`src/rtl/set_mode_ctrl_pkg.sv`:
```
// Shared types for the front-panel set-mode sequencer: FSM states (whose codes double as
// the display field_id), counter group select and field index constants.
package set_mode_ctrl_pkg;

    // State codes equal the field_id shown on the display (0 = none).
    typedef enum logic [2:0] {
        ST_RUN   = 3'd0,
        ST_SEC   = 3'd1,
        ST_MIN   = 3'd2,
        ST_HOUR  = 3'd3,
        ST_DAY   = 3'd4,
        ST_MONTH = 3'd5,
        ST_YEAR  = 3'd6
    } state_e;

    localparam logic SEL_TIME = 1'b0;
    localparam logic SEL_DATE = 1'b1;

    localparam logic [1:0] FLD_SEC   = 2'd0;
    localparam logic [1:0] FLD_MIN   = 2'd1;
    localparam logic [1:0] FLD_HOUR  = 2'd2;
    localparam logic [1:0] FLD_DAY   = 2'd0;
    localparam logic [1:0] FLD_MONTH = 2'd1;
    localparam logic [1:0] FLD_YEAR  = 2'd2;

    function automatic logic state_sel(input state_e s);
        return (s >= ST_DAY) ? SEL_DATE : SEL_TIME;
    endfunction

    function automatic logic [1:0] state_fld(input state_e s);
        logic [1:0] f;
        f = FLD_SEC;
        case (s)
            ST_MIN:   f = FLD_MIN;
            ST_HOUR:  f = FLD_HOUR;
            ST_DAY:   f = FLD_DAY;
            ST_MONTH: f = FLD_MONTH;
            ST_YEAR:  f = FLD_YEAR;
            default:  f = FLD_SEC;
        endcase
        return f;
    endfunction

    function automatic state_e next_field(input state_e s);
        state_e n;
        n = ST_RUN;
        case (s)
            ST_SEC:   n = ST_MIN;
            ST_MIN:   n = ST_HOUR;
            ST_HOUR:  n = ST_DAY;
            ST_DAY:   n = ST_MONTH;
            ST_MONTH: n = ST_YEAR;
            ST_YEAR:  n = ST_SEC;
            default:  n = ST_RUN;
        endcase
        return n;
    endfunction

endpackage

```
`src/rtl/set_mode_ctrl_debounce.sv`:
```
// One button: 2-FF synchroniser, consecutive-sample debounce counter, and a one-cycle
// press pulse on the debounced falling (pressed) edge. level_o is high while held.
module set_mode_ctrl_debounce #(
    parameter int DEB_CYCLES = 1000
) (
    input  logic clk,
    input  logic rst_n,
    input  logic btn_n_i,
    output logic level_o,
    output logic press_o
);
    localparam int CW = $clog2(DEB_CYCLES + 1);
    localparam logic [CW-1:0] LAST = CW'(DEB_CYCLES - 1);

    logic          sync1_q, sync2_q, deb_q, press_q;
    logic [CW-1:0] cnt_q;

    always_ff @(posedge clk or negedge rst_n) begin
        if (!rst_n) begin
            sync1_q <= 1'b1;
            sync2_q <= 1'b1;
            deb_q   <= 1'b1;
            press_q <= 1'b0;
            cnt_q   <= '0;
        end else begin
            sync1_q <= btn_n_i;
            sync2_q <= sync1_q;
            press_q <= 1'b0;
            // Any sample that agrees with the current debounced level restarts the count.
            if (sync2_q == deb_q) begin
                cnt_q <= '0;
            end else if (cnt_q == LAST) begin
                cnt_q   <= '0;
                deb_q   <= sync2_q;
                press_q <= ~sync2_q;
            end else begin
                cnt_q <= cnt_q + CW'(1);
            end
        end
    end

    assign level_o = ~deb_q;
    assign press_o = press_q;

endmodule

```
`src/rtl/set_mode_ctrl.sv`:
```
// Front-panel sequencer: debounced buttons drive the RUN/SET field FSM and single-tick
// inc/dec steps; counter-side outputs change only on upd_tick. Option: AUTOREPEAT_EN.
module set_mode_ctrl
    import set_mode_ctrl_pkg::*;
#(
    parameter int DEB_CYCLES    = 1000,
    parameter int TIMEOUT_TICKS = 30,
    parameter int RPT_DLY_TICKS = 2
) (
    input  logic       clk,
    input  logic       rst_n,
    input  logic       upd_tick,
    input  logic       mode_btn_n,
    input  logic       next_btn_n,
    input  logic       up_btn_n,
    input  logic       down_btn_n,
    output logic       set_mode,
    output logic       sel,
    output logic [1:0] set_select,
    output logic       inc_btn,
    output logic       dec_btn,
    output logic [2:0] field_id
);
    localparam int TW = $clog2(TIMEOUT_TICKS + 1);

    logic mode_p, next_p, up_p, down_p;
    logic mode_lvl, next_lvl, up_lvl, down_lvl;

    set_mode_ctrl_debounce #(.DEB_CYCLES(DEB_CYCLES)) u_deb_mode (
        .clk(clk), .rst_n(rst_n), .btn_n_i(mode_btn_n), .level_o(mode_lvl), .press_o(mode_p));
    set_mode_ctrl_debounce #(.DEB_CYCLES(DEB_CYCLES)) u_deb_next (
        .clk(clk), .rst_n(rst_n), .btn_n_i(next_btn_n), .level_o(next_lvl), .press_o(next_p));
    set_mode_ctrl_debounce #(.DEB_CYCLES(DEB_CYCLES)) u_deb_up (
        .clk(clk), .rst_n(rst_n), .btn_n_i(up_btn_n), .level_o(up_lvl), .press_o(up_p));
    set_mode_ctrl_debounce #(.DEB_CYCLES(DEB_CYCLES)) u_deb_down (
        .clk(clk), .rst_n(rst_n), .btn_n_i(down_btn_n), .level_o(down_lvl), .press_o(down_p));

    logic unused_lvl;
    assign unused_lvl = ^{mode_lvl, next_lvl, up_lvl, down_lvl, RPT_DLY_TICKS[0]};

    state_e        state_q;
    logic          set_mode_q, sel_q, inc_q, dec_q, pend_inc_q, pend_dec_q;
    logic [1:0]    set_select_q;
    logic [TW-1:0] to_cnt_q;

    logic in_set, any_press, step_active, fld_match, issue, timeout;
    assign in_set      = (state_q != ST_RUN);
    assign any_press   = mode_p | next_p | up_p | down_p;
    assign step_active = ~inc_q | ~dec_q;
    assign fld_match   = (sel_q == state_sel(state_q)) && (set_select_q == state_fld(state_q));
    // A step is only issued once the counter already sees the field it is meant for.
    assign issue   = upd_tick & ~step_active & (pend_inc_q | pend_dec_q)
                   & set_mode_q & in_set & fld_match;
    assign timeout = upd_tick & in_set & ~any_press & (to_cnt_q == TW'(TIMEOUT_TICKS - 1));

`ifdef AUTOREPEAT_EN
    localparam int RW = $clog2(RPT_DLY_TICKS + 1);
    logic [RW-1:0] rpt_cnt_q;
    logic          hold_up, hold_dn, rearm;
    assign hold_up = up_lvl & ~down_lvl;
    assign hold_dn = down_lvl & ~up_lvl;
    assign rearm   = upd_tick & in_set & (hold_up | hold_dn)
                   & ((int'(rpt_cnt_q) + 1) >= RPT_DLY_TICKS);

    always_ff @(posedge clk or negedge rst_n) begin
        if (!rst_n) begin
            rpt_cnt_q <= '0;
        end else if (up_p || down_p || !(hold_up || hold_dn)) begin
            rpt_cnt_q <= '0;
        end else if (upd_tick && (int'(rpt_cnt_q) < RPT_DLY_TICKS)) begin
            rpt_cnt_q <= rpt_cnt_q + RW'(1);
        end
    end
`endif

    always_ff @(posedge clk or negedge rst_n) begin
        if (!rst_n) begin
            state_q      <= ST_RUN;
            set_mode_q   <= 1'b0;
            sel_q        <= SEL_TIME;
            set_select_q <= FLD_SEC;
            inc_q        <= 1'b1;
            dec_q        <= 1'b1;
            pend_inc_q   <= 1'b0;
            pend_dec_q   <= 1'b0;
            to_cnt_q     <= '0;
        end else begin
            if (upd_tick) begin
                if (issue) begin
                    inc_q      <= ~pend_inc_q;
                    dec_q      <= ~pend_dec_q;
                    pend_inc_q <= 1'b0;
                    pend_dec_q <= 1'b0;
                end else begin
                    inc_q        <= 1'b1;
                    dec_q        <= 1'b1;
                    set_mode_q   <= in_set;
                    sel_q        <= state_sel(state_q);
                    set_select_q <= state_fld(state_q);
                end
            end
`ifdef AUTOREPEAT_EN
            if (rearm) begin
                pend_inc_q <= hold_up;
                pend_dec_q <= hold_dn;
            end
`endif
            if (in_set && up_p && !down_p) begin
                pend_inc_q <= 1'b1;
                pend_dec_q <= 1'b0;
            end else if (in_set && down_p && !up_p) begin
                pend_inc_q <= 1'b0;
                pend_dec_q <= 1'b1;
            end
            if (mode_p) begin
                state_q    <= in_set ? ST_RUN : ST_SEC;
                pend_inc_q <= 1'b0;
                pend_dec_q <= 1'b0;
            end else if (next_p && in_set) begin
                state_q    <= next_field(state_q);
                pend_inc_q <= 1'b0;
                pend_dec_q <= 1'b0;
            end else if (timeout) begin
                state_q    <= ST_RUN;
                pend_inc_q <= 1'b0;
                pend_dec_q <= 1'b0;
            end
            if (!in_set || any_press || timeout) begin
                to_cnt_q <= '0;
            end else if (upd_tick) begin
                to_cnt_q <= to_cnt_q + TW'(1);
            end
        end
    end

    assign set_mode   = set_mode_q;
    assign sel        = sel_q;
    assign set_select = set_select_q;
    assign inc_btn    = inc_q;
    assign dec_btn    = dec_q;
    assign field_id   = state_q;

endmodule

```
`config.mk`:
```
export PLATFORM = sky130hd
export DESIGN_NAME = set_mode_ctrl
export DESIGN_NICKNAME = d
export VERILOG_FILES = /design/src/rtl/set_mode_ctrl_pkg.sv /design/src/rtl/set_mode_ctrl_debounce.sv /design/src/rtl/set_mode_ctrl.sv
export SDC_FILE = /design/constraint.sdc
export NUM_CORES = 1
export LEC_CHECK = 0
export CAP_MARGIN = 20
export CORE_UTILIZATION = 50
export CTS_BUF_LIST = sky130_fd_sc_hd__clkbuf_16
export DETAILED_ROUTE_END_ITERATION = 7
export PLACE_DENSITY_LB_ADDON = 0.2
export SYNTH_ARGS = -nofsm -noshare
export SYNTH_HDL_FRONTEND = slang
export SYNTH_HIERARCHICAL = 1
export SYNTH_SLANG_ARGS = --single-unit
```
`constraint.sdc`:
```
create_clock -name clk -period 3.75 [get_ports clk]
set_clock_uncertainty 0.2 [all_clocks]
set_input_delay 0.375 -clock clk [delete_from_list [all_inputs] [get_ports clk]]
set_output_delay 0.375 -clock clk [all_outputs]
set_load 0.05 [all_outputs]
```
==> results.yml, run 1 <==
power:
  ir_drop_uv: 227
  swShare_pct: 29.1
  internal-power_w: 0.00150
  powerDensity_mw_per_mm2: 523
  clkPwrFrac_pct: 38.5
  power_w: 0.00211
  p_leak_nw: 1.61
  p_sw_w: 0.000615
  seqPwrFrac_pct: 44.5
  pwr-share-comb_pct: 17.0
global_route:
  track_usage_pct: 18.0
  grt_pass1_vias: 2279
  grt_overflow: 0
  antenna_found_initial: 0
  grt_pass1_wl_mm: 10.3
  grt_max_degree: 73
yosys:
  synth-edff-count: 0
  yosys_warnings: 6
  synth-seq-cells: 72
  synth_top_area_share_pct: 41.3
  synth_top_cell_by_area: "dfrtp_1"
  synth_fa_ha_area_share_pct: 2.14
  syn_area_per_cell_um2: 10.6
  netlist_area_mm2: 0.00351
  syn_inst: 332
  synth_top_family_by_area: "simple AND/OR/NAND/NOR gates"
  synth_most_common_cell: "dfrtp_1"
  ys_types: 41
  synth-xor-area-share_pct: 6.48
  ys_async_sr_fraction_pct: 100
  ys_seq_area_share_pct: 51.8
  ys.flop_type: "dfrtp_1"
  muxShareOfSynthArea_pct: 2.35
  ys_top_cells_by_area: "dfrtp_1 (41%), dfstp_2 (10%), xor2_1 (4.2%)"
  synth_commonest_cells: "dfrtp_1 (58), nor2_1 (34), o21ai_0 (24), nand3_1 (19), nand2_1 (18)"
  synthSimpleGateAreaFrac_pct: 20.8
  synth_nets: 345
  synth_compound_area_share_pct: 13.7
placement:
  portBuffers: 15
  dpl.hpwl_mm: 3.99
  gp_congestion: 0.816
floorplanning:
  initial_core_util_pct: 51.7
  rows: 30
  dieArea_mm2: 0.00737
  core_mm2: 0.00679
  io_pins: 16
  die_h_um: 85.8
  fp.dieW_um: 85.8
clock_network:
  clock-sinks: 72
  postCtsHoldBufs: 0
  clock_latency_ns: 0.33
  cts-buffers-inserted: 9
  cts_resized: 0
  cts_max_level: 3
  cts_setup_buffers: 0
  clock_tree.buffer_depth: 2
  root_buffer: "clkbuf_16"
  cts_tree: "yes"
  clkTransAtPathRegs_ns: 0.06
timing:
  finalSetupViolCount: 0
  tns_ns: 0
  tightest_slew_ns: 0.887
  fin_hold_ws_ns: -0.0484
  rsz0062_at_grt: "false"
  final_max_slew_viol_count: 0
  finalHoldViolations: 24
  fin_crit_sh_pct: 65.6
  final.min_clock_period_ns: 2.46
  fmax_mhz: 406
  relSlewSlack_pct: 40.9
routing:
  drt_wl_total_mm: 5.93
  vias: 2492
  ant_nets: 0
  drc: 0
  wl_per_cell_um: 13.0
  drtIter0Drc: 130
  avgViaCountPerCell: 5.48
  dr.pass1.iters: 4
cells_and_area:
  synthToLayoutAreaGrowth_pct: 15.0
  final_nets: 367
  fin_util_pct: 59.4
  antennaDiodeCount: 0
  drive_gt1_share_pct: 15.3
  fill_cells: 565
worst_setup_path:
  cp-end-kind: "flip-flop"
  cp_max_fo: 15
  cp.arrival_ns: 2.46
  crit_required_ns: 3.75
  cp-start-kind: "primary input"
  worstSetupPathType: "in -> reg"
outcome:
  violations: "hold timing"
  status: "finished with violations"
run:
  max-cap-violations: 0
worst_hold_path:
  worst_hold_path_type: "in -> async"
worst paths after layout:
path                                                   start                       endpoint  slack, ns  cells past startpoint
worst min register to register  u_deb_next/sync1_q$_DFF_PN1_   u_deb_next/sync2_q$_DFF_PN1_       0.15                      0
max in group asynchronous                              rst_n  u_deb_next/cnt_q[0]$_DFF_PN0_       2.80                      1
min in group clk                u_deb_next/sync1_q$_DFF_PN1_   u_deb_next/sync2_q$_DFF_PN1_       0.15                      0
worst min-delay path                                   rst_n        to_cnt_q[0]$_DFFE_PN0P_      -0.05                      1
worst max register to register       field_id[2]$_DFFE_PN0P_                sel$_DFFE_PN0P_       1.55                      5
worst max-delay path                                upd_tick                sel$_DFFE_PN0P_       1.29                      6
registers in the layout (all words and copies together) (netlist names), 2 cells and up:
signal,flops
u_deb_next/cnt_q,10
field_id,3
u_deb_down/cnt_q,10
to_cnt_q,5
u_deb_mode/cnt_q,10
set_select,2
u_deb_up/cnt_q,10
cells in the final DEF (no fill, tap or decap), types with 6 or more instances in the layout:
master / instances
a211oi_1: 9
a21oi_1: 17
clkbuf_16: 9
clkdlybuf4s50_1: 14
dfrtp_1: 58
dfstp_2: 14
ha_1: 6
inv_1: 18
nand2_1: 18
nand3_1: 19
nand4_1: 12
nor2_1: 34
nor3_1: 6
o21ai_0: 24
o31ai_1: 8
or3_1: 9
xnor2_1: 9
xor2_1: 17
cell type report:
cell class | count | area (um^2) | area share [%]
Timing Repair Buffer | 15 | 148 | 3.66
Tap cell | 96 | 120 | 2.97
Multi-Input combinational cell | 239 | 1600 | 39.6
Sequential cell | 72 | 1820 | 45.0
Clock buffer | 9 | 225 | 5.58
Clock inverter | 7 | 63.8 | 1.58
Inverter | 17 | 63.8 | 1.58
worst max-delay path: stages:
cell             delay [ns]
clkdlybuf4s50_1        0.79
nand4_1                0.16
nor4_1                 0.44
o2111ai_2              0.23
nand2_2                0.13
mux2_1                 0.34
layer usage:
metal  vias to the layer above  wire length [um]  GRT usage [%]
li1                       1251                 -              -
met1                      1201              3070           25.1
met2                        31              2610           26.0
met3                         9               175           5.29
met4                         0                85           8.03
met5                         -                 0              0
kinds of logic after synthesis:
logic type      after synthesis
compound gates               74
buf+inv                      21
xor+xnor                     26
fa+ha+maj                     6
simple gates                127
mux                           6
flops                        72
power groups by stage:
stage / sequential (W) / combinational (W) / clock, W
2_1_floorplan: 0.00100 / 0.000213 / 0
3_3_place_gp: 0.000949 / 0.000355 / 0
3_5_place_dp: 0.000954 / 0.000359 / 0
4_1_cts: 0.000941 / 0.000362 / 0.000838
5_1_grt: 0.000955 / 0.000398 / 0.000871
6_report: 0.000941 / 0.000358 / 0.000814
per-stage QoR:
stage                     hold slack, ns  std cells  area [um^2]  setup WS [ns]
after global routing              0.0477        455         4040           1.15
after detailed placement           0.147        439         3750          0.954
after floorplan                   -0.121        332         3510           1.47
final                            -0.0484        455         4040           1.29
after global placement             0.146        439         3750           1.06
after CTS                        0.00513        455         4040           1.29
(Power assumes the default switching activity.)
==> run 2: changes to the inputs <==
Clock period 3.75 ns to 2.3 ns, I/O delays scaled along.
==> results.yml, run 2 (same netlist as run 1, synthesis figures left out) <==
placement:
  gp_congestion: 0.777
  dpl.hpwl_mm: 4.44
  portBuffers: 15
power:
  clkPwrFrac_pct: 41.2
  swShare_pct: 28.9
  p_sw_w: 0.00106
  ir_drop_uv: 401
  seqPwrFrac_pct: 41.4
  p_leak_nw: 1.67
  power_w: 0.00366
  pwr-share-comb_pct: 17.4
  internal-power_w: 0.00260
  powerDensity_mw_per_mm2: 879
cells_and_area:
  final_nets: 376
  antennaDiodeCount: 0
  drive_gt1_share_pct: 17.7
  final_common_cell: "dfrtp_1"
  final_cell_mix: "dfrtp_1 (58), nor2_1 (34), o21ai_0 (24), nand3_1 (19), nand2_1 (18)"
  fin_util_pct: 61.3
  synthToLayoutAreaGrowth_pct: 18.4
floorplanning:
  io_pins: 16
  rows: 30
  die_h_um: 85.8
  core_mm2: 0.00679
  fp.dieW_um: 85.8
  dieArea_mm2: 0.00737
  initial_core_util_pct: 51.7
outcome:
  status: "completed"
timing:
  relSlewSlack_pct: 65.0
  final_max_slew_viol_count: 0
  fmax_mhz: 456
  rsz0062_at_grt: "false"
  finalHoldViolations: 0
  tns_ns: 0
  final.min_clock_period_ns: 2.19
  fin_crit_sh_pct: 95.3
  tightest_slew_ns: 0.526
  finalSetupViolCount: 0
routing:
  drc: 0
  dr.pass1.iters: 4
  avgViaCountPerCell: 5.50
  ant_nets: 0
  drt_wl_total_mm: 6.34
  wl_per_cell_um: 13.7
  drtIter0Drc: 148
  vias: 2554
worst_setup_path:
  cp_max_fo: 7
  worstSetupPathType: "reg -> out"
  crit_required_ns: 1.87
  cp-start-kind: "flip-flop"
  critPathMaxStageDelay_ns: 0.80
  path_cells: "buf_4 > clkdlybuf4s50_1"
  cp-end-kind: "output port"
  slowest_stage: "clkdlybuf4s50_1"
  cp.arrival_ns: 1.76
global_route:
  grt_pass1_vias: 2388
  grt_pass1_wl_mm: 10.8
  grt_overflow: 0
  grt_max_degree: 38
  antenna_found_initial: 0
  track_usage_pct: 18.9
clock_network:
  postCtsHoldBufs: 1
  clock_latency_ns: 0.33
  clock_tree.buffer_depth: 2
  cts_setup_buffers: 0
  root_buffer: "clkbuf_16"
  cts_resized: 0
  cts-buffers-inserted: 9
  cts_max_level: 3
  clkTransAtPathRegs_ns: 0.06
  cts_tree: "yes"
  clock-sinks: 72
run:
  max-cap-violations: 0
worst_hold_path:
  worst_hold_path_type: "in -> reg"
==> run 2: cell types whose count changed in the layout (fill, tap and decap cells not counted), sizes merged <==
cell	previous run	this run
bufinv	1	2
buf	1	9
dlygate4sd3	0	1
clkinvlp	1	0
==> run 2: path summary, 6_finish.rpt <==
| check | from | endpoint | slack (ns) | cells after the start |
|---|---|---|---|---|
| max in group asynchronous | rst_n | u_deb_down/sync1_q$_DFF_PN1_ | 1.08 | 3 |
| max | field_id[2]$_DFFE_PN0P_ | field_id[2] | 0.11 | 2 |
| min reg2reg | u_deb_mode/sync1_q$_DFF_PN1_ | u_deb_mode/sync2_q$_DFF_PN1_ | 0.15 | 0 |
| min | down_btn_n | u_deb_down/sync1_q$_DFF_PN1_ | 0.10 | 1 |
| max reg2reg | field_id[0]$_DFFE_PN0P_ | sel$_DFFE_PN0P_ | 0.16 | 5 |
| min in group asynchronous | rst_n | to_cnt_q[0]$_DFFE_PN0P_ | 0.20 | 2 |
==> run 2: routing by layer <==
metal	global-route usage (%)	wire, um	vias up
met3	3.75	151	10
met5	0	0	-
met2	28.7	2830	34
met1	26.0	3240	1245
met4	9.55	118	0
li1	-	-	1265
==> run 2: power by group through the flow <==
stage               registers, W  clock network [W]  logic [W]
finish                   0.00152            0.00151   0.000636
global route             0.00154            0.00159   0.000707
CTS                      0.00152            0.00155   0.000643
detailed placement       0.00154                  0   0.000637
global placement         0.00153                  0   0.000626
floorplan                0.00163                  0   0.000347
==> run 2: cell type report <==
class,instances,area [um^2]
clock inverter,7,104
clock buffer,9,225
fill,537,2630
timing repair buffer,24,230
multi-input combinational,239,1600
sequential,72,1820
tap,96,120
inverter,17,63.8
==> run 2: through the flow <==
stage          worst slack (ns)  hold WS, ns  instances  instance area, um^2
6_report                  0.107        0.103        464                 4160
2_1_floorplan            0.0151       -0.266        332                 3510
4_1_cts                  0.0781       0.0872        464                 4160
5_1_grt                  0.0191        0.105        464                 4160
3_3_place_gp              0.115       0.0234        447                 3820
3_5_place_dp             0.0662       0.0211        447                 3820
==> run 2: worst max-delay path, delay by kind of cell (launching register included) <==
family,cells,cell delay [ns]
flops,1,0.45
buf+inv,2,0.98
